**config.mk**
```make
export PLATFORM = sky130hd
export DESIGN_NAME = div_usg_seq
export DESIGN_NICKNAME = d
export VERILOG_FILES = /design/src/rtl/div_usg_seq.sv
export SDC_FILE = /design/constraint.sdc
export NUM_CORES = 1
export LEC_CHECK = 0
export BUFFER_PORTS_ARGS = -buffer_cell sky130_fd_sc_hd__buf_2
export CAP_MARGIN = 20
export CORE_UTILIZATION = 60
export DETAILED_ROUTE_END_ITERATION = 16
export PLACE_DENSITY = 0.81
export SYNTH_ARGS = -nofsm -noshare
export SYNTH_HDL_FRONTEND = slang
export SYNTH_SLANG_ARGS = --single-unit
```
**constraint.sdc**
```tcl
create_clock -name clk -period 6.83 [get_ports clk]
set_clock_uncertainty 0.05 [all_clocks]
set_input_delay 0.3415 -clock clk [delete_from_list [all_inputs] [get_ports clk]]
set_output_delay 0.3415 -clock clk [all_outputs]
set_load 0.1 [all_outputs]
```
**src/rtl/div_usg_seq.sv**
```systemverilog
// -----------------------------------------------------------------------------
// div_usg_seq
//   Sequential unsigned restoring divider. This is the inverse of the unsigned
//   array multiplier and serves as the mantissa divide stage of the FP datapath.
//   It computes quotient = dividend / divisor and remainder = dividend % divisor.
//   One quotient bit is produced per clock, MSB first. Both the input and the
//   output side use a valid/ready handshake.
//
// Ports
//   clk          in   1    clock, rising edge
//   rst_n        in   1    asynchronous reset, active low
//   in_valid     in   1    dividend/divisor valid
//   in_ready     out  1    block can accept an operation (state IDLE)
//   dividend     in   2N   A, unsigned
//   divisor      in   N    B, unsigned
//   out_valid    out  1    result valid (state DONE)
//   out_ready    in   1    downstream accepts result
//   quotient     out  2N   Q, unsigned (all ones on divide by zero)
//   remainder    out  N    R, unsigned (A[N-1:0] on divide by zero)
//   div_by_zero  out  1    set with the result when B == 0
// -----------------------------------------------------------------------------
module div_usg_seq #(
    parameter int N = 11
) (
    input  logic           clk,
    input  logic           rst_n,
    input  logic           in_valid,
    output logic           in_ready,
    input  logic [2*N-1:0] dividend,
    input  logic [N-1:0]   divisor,
    output logic           out_valid,
    input  logic           out_ready,
    output logic [2*N-1:0] quotient,
    output logic [N-1:0]   remainder,
    output logic           div_by_zero
);

    localparam int CW = $clog2(2*N+1);

    typedef enum logic [1:0] {IDLE, RUN, DONE} state_t;

    state_t         state;
    logic [2*N-1:0] a_q;      // dividend, shifted out MSB first
    logic [N-1:0]   b_q;      // latched divisor
    logic [N:0]     p_q;      // partial remainder; the extra bit keeps the compare/subtract from overflowing
    logic [2*N-1:0] q_work;   // quotient being assembled
    logic [CW-1:0]  cnt;      // restoring steps still to do

    logic [N:0]     p_shift;
    logic [N:0]     p_next;
    logic           q_bit;

    // One restoring step. Every signal here is assigned on every path.
    // NOTE: a path that leaves a variable unassigned in always_comb infers a latch.
    always_comb begin
        p_shift = {p_q[N-1:0], a_q[2*N-1]};
        q_bit   = (p_shift >= {1'b0, b_q});
        p_next  = q_bit ? (p_shift - {1'b0, b_q}) : p_shift;
    end

    assign in_ready  = (state == IDLE);
    assign out_valid = (state == DONE);

    // NOTE: sequential state uses non-blocking assignments only, so every
    // register samples the values from before the edge.
    always_ff @(posedge clk or negedge rst_n) begin
        if (!rst_n) begin
            state       <= IDLE;
            a_q         <= '0;
            b_q         <= '0;
            p_q         <= '0;
            q_work      <= '0;
            cnt         <= '0;
            quotient    <= '0;
            remainder   <= '0;
            div_by_zero <= 1'b0;
        end else begin
            case (state)
                IDLE: begin
                    if (in_valid) begin
                        a_q    <= dividend;
                        b_q    <= divisor;
                        p_q    <= '0;
                        q_work <= '0;
                        if (divisor != '0) begin
                            cnt         <= CW'(2*N);
                            div_by_zero <= 1'b0;
                            state       <= RUN;
                        end else begin
                            // Divide by zero: the result is ready at once.
                            quotient    <= '1;
                            remainder   <= dividend[N-1:0];
                            div_by_zero <= 1'b1;
                            state       <= DONE;
                        end
                    end
                end

                RUN: begin
                    p_q    <= p_next;
                    a_q    <= {a_q[2*N-2:0], 1'b0};
                    q_work <= {q_work[2*N-2:0], q_bit};
                    cnt    <= cnt - CW'(1);
                    // On the last step, the result goes straight into the output registers.
                    // The outputs stay frozen during RUN until this point.
                    if (cnt == CW'(1)) begin
                        quotient  <= {q_work[2*N-2:0], q_bit};
                        remainder <= p_next[N-1:0];
                        state     <= DONE;
                    end
                end

                DONE: begin
                    if (out_ready) state <= IDLE;
                end

                default: state <= IDLE;
            endcase
        end
    end

endmodule
```
* Yosys cells after proc, flatten, opt, wreduce, memory -nomap -nowiden *
Cells that the tools add are included.
W data, S select, Z words.

cells by class
  eq/ne operators = 8
  add/subtract/negate cells = 2
  muxes and demuxes = 24
  reductions and logical operators = 8
  $lt $le $gt $ge = 1

operators by type and width
  operator               number
  $mux W22               4
  $pmux W22 S2           2
  $mux W11               5
  $pmux W11 S2           2
  $pmux W21 S2           1
  $mux W21               1
  $ge A12 B11 Y1         1
  $reduce_bool A11 Y1    1
  $sub A11 B11 Y11       1
  $mux W5                2
  $pmux W5 S2            1
  $mux W2                4
  $ne A2 B2 Y1 const B   3
  $pmux W2 S3            1
  $reduce_and A3 Y1      2
  $eq A5 B1 Y1 const B   1
  $sub A5 B1 Y5 const B  1
  $ne A2 B1 Y1 const B   2
  $reduce_and A2 Y1      2
  $reduce_and A4 Y1      1
  $eq A2 B1 Y1 const B   1
  $eq A2 B2 Y1 const B   1
  $logic_not A2 Y1       1
  $reduce_bool A2 Y1     1
  $mux W1                1

storage, ports and cells
  output and inout bits = 36
  input port bits = 37
  word-level logic and storage cells = 52
  bits in registers = 106

* Longest topological paths before layout *
Gate-level depths: netlist of run 1.

  depth in word-level cells = 4
  depth in mapped cells = 11
  mapped depth without buffers = 9

* Worst setup path after synthesis of run 1 *
Ideal clock, no wire load.

  path type = reg-to-reg
  start point = register state[0]
  end point = register remainder[0]
  library setup time = 126 ps
  required time = 6654 ps
  setup slack = 3826 ps
  clock period less this slack = 3004 ps
  buffers on the path = 0
  arrival time = 2828 ps
  stages on the path, launching flop included = 6
  path through = dfrtp_1 nor2_1 nand2_1 o21ai_2 o21ai_0 o32a_1

between the ends
  word-level cells in the longest chain between the ends = 3
  elaborated cells on any way between the ends = 8
  classes of those cells = eq/ne (4); mux (1); reduce/logical (3)

ends and longest elaborated chain
  element                                                       RTL line  text
  start, declared                                               42        state_t state;
  start signal, assigned                                        68        state <= IDLE;
  start signal, assigned                                        88        state <= RUN;
  start signal, assigned                                        94        state <= DONE;
  $logic_not A2 Y1 (*)                                          -
  via in_ready                                                  28        output logic in_ready,
  $ne A2 B2 Y1 (no line) or $reduce_bool A2 Y1 (tied branches)  -
  $reduce_and A4 Y1 (no line)                                   -
  end signal, assigned                                          92        remainder <= dividend[N-1:0];
  end signal, assigned                                          108       remainder <= p_next[N-1:0];
  end, declared                                                 34        output logic [N-1:0] remainder,

The timed path passes the listed nets; every way through them passes the cells marked *.
A chain may end at the register's enable or synchronous reset.

* Worst setup path after layout of run 1 *
  start point = register a_q[21]
  end point = register remainder[1]

between the ends
  word-level cells in the longest chain between the ends = 4
  elaborated cells on any way between the ends = 5
  classes of those cells = add/sub (1); order compare (1); mux (3)

ends and longest elaborated chain
  element                                             RTL line  text
  start, declared                                     43        logic [2*N-1:0] a_q;
  start signal, assigned                              81        a_q <= dividend;
  start signal, assigned                              101       a_q <= {a_q[2*N-2:0], 1'b0};
  $sub A11 B11 Y11 or $ge A12 B11 Y1 (tied branches)  58, 57
  $mux W11 (*)                                        58        p_next = q_bit ? (p_shift - {1'b0, b_q}) : p_shift;
  $mux W11 (*)                                        106       if (cnt == CW'(1)) begin
  $pmux W11 S2 (*)                                    78        case (state)

Every way passes the cells marked *; elsewhere a longest branch is shown, timed or not. The select of a mux whose other input is x is not followed.

==> impl_metrics.tcl, run 1 <==
set metrics [dict create \
    dpl_wire_length_um 7210 \
    cts-root-to-sink-buffers 2 \
    timing.final.max_slew_violations 0 \
    finalSetupTns_ns 0 \
    cts_buffers 9 \
    largest_family_of_logic_cells_by_synthesized_area "compound AO/OA/AOI/OAI gates" \
    cp-startpoint "a_q[21]" \
    grt_max_degree 89 \
    worst_setup_path_start_kind "flip-flop" \
    postRouteWirelength_um 10600 \
    syn-cell-area_um2 4940 \
    holdWs_ns 0.117 \
    r2r.worst_path.cells 9 \
    reg2reg_to "remainder[1]" \
    postPlaceCellArea_um2 5340 \
    final_net_count 577 \
    run_status "complete, no violations" \
    dp_cells 614 \
    clk_root_buffer_cell "sky130_fd_sc_hd__clkbuf_8" \
    number_of_sinks_driven_by_the_clock_tree 106 \
    drt_first_pass_iters 4 \
    floorplan.die.height_um 92.7 \
    avgViaCountPerCell 5.94 \
    timing.setup.critical_path_class "reg2reg" \
    drt.antenna.violating_nets 0 \
    hp-class "in2reg" \
    ys_warn_count 0 \
    final_cell_mix "sky130_fd_sc_hd__dfrtp_1 (106), sky130_fd_sc_hd__buf_2 (71), sky130_fd_sc_hd__nand2_1 (63)" \
    worstSetupEndpointType "flip-flop" \
    routed_vias 3758 \
    cts_tree "built" \
    drive_above_1_share_pct 19.6 \
    synth.lib_cells_used.distinct 58 \
    count_of_endpoints_failing_hold_in_the_final_timing_report 0 \
    die_area_um2 8600 \
    syn-num-nets 514 \
    final_period_util_pct 41.0 \
    synth.avg_cell_area_um2 10.7 \
    hold_start "divisor[0]" \
    clk_pin_slew_ns 0.11 \
    maxCapViolations 0 \
    grt_pass1_vias 3584 \
    post_layout_nonfiller_instances 633 \
    timing.slew.headroom_pct 37.6 \
    timing.critical_path.required_ns 7.07 \
    synth_enable_flop_cells 0 \
    grt_setup_unrepaired "false" \
    core_region_area_um2 7850 \
    grt_pass1_wl_um 17500 \
    grt_overflow 0 \
    antenna_found_initial 0 \
    worst_margin_pin_slew_ns 0.935 \
    async_flop_share_pct 100 \
    synth_seq_area_share_pct 53.7 \
    synth_fa_ha_area_share_pct 3.70 \
    synthSimpleGateAreaFrac_pct 11.6 \
    period_minus_slack_ns 2.80 \
    synth_compound_area_share_pct 19.9 \
    cp_data_arrival_time_ns 3.04 \
    critical_path.reg2reg.startpoint "a_q[21]" \
    place.gp.congestion 0.903 \
    maxClockFrequency_ghz 0.357 \
    first_iter_violations 249 \
    insertion_delay_ns 0.37 \
    gr_usage_total_pct 26.3 \
    area_delta_synth_final_pct 13.5 \
    final_common_cell "sky130_fd_sc_hd__dfrtp_1" \
    routed_wire_length_per_instance_um 16.8 \
    post_cts.repair.setup_buffers 0 \
    muxShareOfSynthArea_pct 5.77 \
    stdcell_area_um2 5610 \
    numPortBuffers 72 \
    post-route-drc-count 0 \
    ys_seq_elements 106 \
    biggest_fanout_along_the_worst_timing_path 16 \
    synth_xor_xnor_area_share_pct 1.42 \
    num_antenna_cells 0 \
    r2r_setup_slack_ns 4.03 \
    start_util_pct 63.0 \
    number_of_h_tree_branching_levels 3 \
    die_width_um 92.7 \
    min_delay_path_depth 3 \
    min_to "b_q[0]" \
    io-pin-count 73 \
    netlist_instances 463 \
    core.rowCount 32 \
    ys_flop_type "sky130_fd_sc_hd__dfrtp_1" \
    final-setup-viol-count 0 \
]
## registers in the layout, summed over array words and instances, names as in the netlist
name / count
a_q: 22
quotient: 22
q_work: 21
b_q: 11
p_q: 11
remainder: 11
cnt: 5
state: 2
div_by_zero: 1
## worst max-delay path: stages, from the launching register on
cell                       delay (ns)
sky130_fd_sc_hd__dfrtp_1         0.36
sky130_fd_sc_hd__inv_1           0.09
sky130_fd_sc_hd__ha_1            0.23
sky130_fd_sc_hd__fa_1            0.41
sky130_fd_sc_hd__nand2b_1        0.21
sky130_fd_sc_hd__a21oi_1         0.23
sky130_fd_sc_hd__o21ai_1         0.12
sky130_fd_sc_hd__and3_1          0.45
sky130_fd_sc_hd__mux2_4          0.42
sky130_fd_sc_hd__o211ai_2        0.16
## area by class of cell
type | count | area (um2)
clock buffers | 9 | 124
clock inverters | 7 | 77.6
fillers | 578 | 2240
inverters | 18 | 67.6
multi-input cells | 312 | 2100
flip-flops and latches | 106 | 2650
well taps | 102 | 128
repair buffers | 79 | 458
## metrics by stage
stage / util [%] / worst slack, ns
2_1_floorplan: - / 3.83
3_3_place_gp: 68.1 / 3.65
3_5_place_dp: 68.1 / 3.56
4_1_cts: 70.8 / 3.56
5_1_grt: 71.5 / 3.90
6_report: 71.5 / 4.03
## per-layer routing
metal / part of all wire, % / up-vias / track usage (%)
met2: 46 / 111 / 40.0
li1: - / 1799 / -
met3: 5.0 / 11 / 5.83
met4: 1.5 / 0 / 8.08
met1: 47 / 1837 / 38.1
met5: 0 / - / 0
## synthesized netlist by cell type, types with 3 or more instances
cell type                  instances  share of area [%]
sky130_fd_sc_hd__o22a_1           21                3.7
sky130_fd_sc_hd__nor2_1           22                1.7
sky130_fd_sc_hd__inv_1            18                1.4
sky130_fd_sc_hd__buf_2             6               0.61
sky130_fd_sc_hd__a211oi_1          5               0.76
sky130_fd_sc_hd__clkbuf_1         17                1.3
sky130_fd_sc_hd__a21oi_1           8               0.81
sky130_fd_sc_hd__xnor2_1           7                1.2
sky130_fd_sc_hd__nand2_1          63                4.8
sky130_fd_sc_hd__nor4_1            3               0.38
sky130_fd_sc_hd__ha_1             13                3.3
sky130_fd_sc_hd__a21o_1            5               0.76
sky130_fd_sc_hd__o21ai_0          45                4.6
sky130_fd_sc_hd__nand3_1           8               0.81
sky130_fd_sc_hd__nor3_1            6               0.61
sky130_fd_sc_hd__dfrtp_1         106                 54
sky130_fd_sc_hd__nor2b_1           6               0.76
sky130_fd_sc_hd__mux2i_1          27                5.5
sky130_fd_sc_hd__nand2b_1          4               0.51
sky130_fd_sc_hd__a22o_1           20                3.5
sky130_fd_sc_hd__o211ai_1          8                1.2
## cell families after synthesis
| family | Yosys count |
|---|---|
| compound gates | 137 |
| simple gates | 125 |
| flops | 106 |
| buf+inv | 45 |
| mux | 28 |
| fa+ha+maj | 14 |
| xor+xnor | 8 |
## worst max-delay path by stage
stage | depth (start not counted) | endpoint | slack [ns]
after floorplan | 5 | remainder[0] | 3.83
after global placement | 7 | remainder[0] | 3.65
after detailed placement | 7 | remainder[0] | 3.56
after CTS | 7 | remainder[0] | 3.56
after global routing | 7 | remainder[0] | 3.90
final | 9 | remainder[1] | 4.03
## timing repair
item | CTS | global route
hold buffers | 1 | 0
endpoints found under the hold margin | 18 | 0
gates resized for setup | 0 | 0
Power of run 1 is not shown: default switching activity piles up to over one toggle a cycle in this logic, so the estimate is an artifact.
==> inputs of run 2 (changes only) <==
Settings changed: ABC_AREA set to 1, CORE_UTILIZATION 60 to 58, PLACE_DENSITY 0.81 to 0.78.
Clock period 6.83 ns to 2.7 ns, I/O delays scaled along.
==> impl_metrics.tcl, run 2 <==
set metrics [dict create \
    grt_overflow 0 \
    synth_enable_flop_cells 0 \
    reg2reg_to "remainder[3]" \
    ys_seq_elements 106 \
    avgViaCountPerCell 5.32 \
    finish.utilization_pct 69.4 \
    async_flop_share_pct 100 \
    grt_max_degree 69 \
    drive_above_1_share_pct 15.3 \
    core.rowCount 34 \
    gr_usage_total_pct 27.3 \
    ys_flop_type "sky130_fd_sc_hd__dfrtp_1" \
    post-synth-top-area-fraction_pct 50.1 \
    ctsResizeCount 0 \
    routed_wire_length_per_instance_um 14.0 \
    dpl_wire_length_um 8630 \
    num_antenna_cells 0 \
    insertion_delay_ns 0.37 \
    timing.critical_path.to "remainder[3]" \
    timing.final.max_slew_violations 0 \
    critical-path-top-cell-by-count "sky130_fd_sc_hd__nand2_1" \
    critical_path.reg2reg.startpoint "a_q[21]" \
    grt_pass1_vias 4522 \
    cp-startpoint "a_q[21]" \
    syn-num-nets 707 \
    synth.area.top_cells "sky130_fd_sc_hd__dfrtp_1 (50%), sky130_fd_sc_hd__nand2_1 (10%), sky130_fd_sc_hd__inv_1 (8.2%), sky130_fd_sc_hd__o21ai_0 (4.4%), sky130_fd_sc_hd__nand3_1 (4.2%)" \
    drt.antenna.violating_nets 0 \
    place.gp.congestion 0.968 \
    crit_path_cell_trace "inv_1 -> ha_1 -> fa_1 -> inv_1 -> nand2_1 -> nand2_1 -> nand2_2 -> nand2_1 -> nand2_2 -> nand3_2 -> nand2_1 -> nand2_1 -> nand2_1 -> a21oi_1" \
    number_of_h_tree_branching_levels 3 \
    cts-root-to-sink-buffers 2 \
    final-setup-viol-count 0 \
    io-pin-count 73 \
    worst_setup_path_start_kind "flip-flop" \
    finalSetupTns_ns 0 \
    multi_input_area_um2 2060 \
    cts_tree "built" \
    die_area_um2 9510 \
    post-route-drc-count 0 \
    worst_margin_pin_slew_ns 0.684 \
    hold_start "dividend[11]" \
    post_layout_nonfiller_instances 851 \
    final_common_cell "sky130_fd_sc_hd__nand2_1" \
    final_net_count 789 \
    core_region_area_um2 8760 \
    dp_cells 816 \
    clk_root_buffer_cell "sky130_fd_sc_hd__clkbuf_8" \
    area_delta_synth_final_pct 14.9 \
    antenna_found_initial 0 \
    clk_pin_slew_ns 0.11 \
    r2r_setup_slack_ns 0.41 \
    final_cell_mix "sky130_fd_sc_hd__nand2_1 (144), sky130_fd_sc_hd__inv_1 (115), sky130_fd_sc_hd__dfrtp_1 (106)" \
    floorplan.die.height_um 97.5 \
    die_width_um 97.5 \
    timing.setup.critical_path_class "reg2reg" \
    number_of_sinks_driven_by_the_clock_tree 106 \
    drt_first_pass_iters 6 \
    final.fill_count 737 \
    synth_seq_area_share_pct 50.1 \
    grt_pass1_wl_um 21100 \
    netlist_instances 656 \
    post-synth-top-area-cell "sky130_fd_sc_hd__dfrtp_1" \
    maxCapViolations 0 \
    maxClockFrequency_ghz 0.437 \
    start_util_pct 60.4 \
    crit_path_largest_cell_delay_ns 0.41 \
    r2r.worst_path.cells 14 \
    synth_most_common_cell "sky130_fd_sc_hd__nand2_1" \
    cts_buffers 9 \
    timing.critical_path.required_ns 2.95 \
    run_status "complete, no violations" \
    numPortBuffers 72 \
    syn-cell-area_um2 5290 \
    worstSetupEndpointType "flip-flop" \
    timing.slew.headroom_pct 54.3 \
    count_of_endpoints_failing_hold_in_the_final_timing_report 0 \
    routed_vias 4530 \
    ys_top_cells_by_count "sky130_fd_sc_hd__nand2_1 (144), sky130_fd_sc_hd__inv_1 (115), sky130_fd_sc_hd__dfrtp_1 (106)" \
    synth.lib_cells_used.distinct 32 \
    crit_slowest_cell "sky130_fd_sc_hd__fa_1" \
    synth.avg_cell_area_um2 8.07 \
    biggestRegsByFlops "a_q: 22 flops, quotient: 22 flops, q_work: 21 flops" \
    final_period_util_pct 84.8 \
    cp_data_arrival_time_ns 2.54 \
    period_minus_slack_ns 2.29 \
    hp-class "in2reg" \
    biggest_fanout_along_the_worst_timing_path 11 \
    ys_warn_count 0 \
    grt_setup_unrepaired "false" \
    postRouteWirelength_um 11900 \
    layout.area.seq_um2 2650 \
    first_iter_violations 229 \
]
==> run 2: cell count changes after synthesis, moves of 26 or more <==
cell | previous run | this run
sky130_fd_sc_hd__inv_1 | 18 | 115
sky130_fd_sc_hd__nand2_1 | 63 | 144
sky130_fd_sc_hd__nand3_1 | 8 | 44
sky130_fd_sc_hd__a21oi_1 | 8 | 38
sky130_fd_sc_hd__mux2i_1 | 27 | 0
sky130_fd_sc_hd__nor2_1 | 22 | 48
==> run 2: cell type report <==
cell class                 count  share of cell area, %
tap                          108                   2.22
clock buffer                  10                   2.10
sequential                   106                   43.6
clock inverter                 6                  0.802
inverter                     118                   7.32
timing repair buffer          97                   10.0
multi-input combinational    406                   33.9
==> run 2: routing by layer <==
layer,vias to the layer above,wire length [um],part of all wire [%],track usage [%]
met2,94,5940,50,46.0
met1,2168,5330,45,37.2
met5,-,0,0,0
met4,0,210,1.8,8.26
li1,2249,-,-,-
met3,19,433,3.6,3.31
==> run 2: how the worst min path moves through the flow <==
stage | to | depth (start not counted) | slack (ns)
2_1_floorplan | a_q[0] | 0 | -0.21
3_3_place_gp | a_q[1] | 1 | 0.06
3_5_place_dp | a_q[1] | 1 | 0.07
4_1_cts | a_q[11] | 3 | 0.005
5_1_grt | a_q[11] | 3 | 0.01
6_report | a_q[11] | 3 | 0.009
==> run 2: cell families (layout without fill, tap and decap cells) <==
family                     after synthesis  after routing  synth area share, %
adders and majority gates               14             14                 3.45
DFF                                    106            106                 50.1
and+or+nand+nor                        268            268                 22.3
xor gates and xnor gates                 4              4                0.662
AOI/OAI and AO/OA                      120            120                 12.6
buffers and inverters                  144            231                 10.9
==> run 2: repair_timing <==
action / in CTS / in global routing
hold endpoints to repair: 50 / 0
setup endpoints to repair: 0 / 0
setup buffers: 0 / 0
hold buffers: 19 / 0
==> run 2: critical path, delay by kind of cell (launching register included) <==
| kind | cells | cell delay (ns) |
|---|---|---|
| buffers and inverters | 2 | 0.18 |
| AOI/OAI and AO/OA | 1 | 0.14 |
| and+or+nand+nor | 9 | 0.84 |
| DFF | 1 | 0.36 |
| adders and majority gates | 2 | 0.63 |
==> run 2: stage by stage <==
stage	worst slack, ns	instance area, um2	hold slack (ns)
final	0.410	6080	0.00851
after global placement	0.549	5720	0.0624
after global routing	0.176	6080	0.0120
after CTS	0.421	6080	0.00540
after floorplan	0.690	5290	-0.211
after detailed placement	0.462	5720	0.0702
Power of run 2 is left out for the same reason.
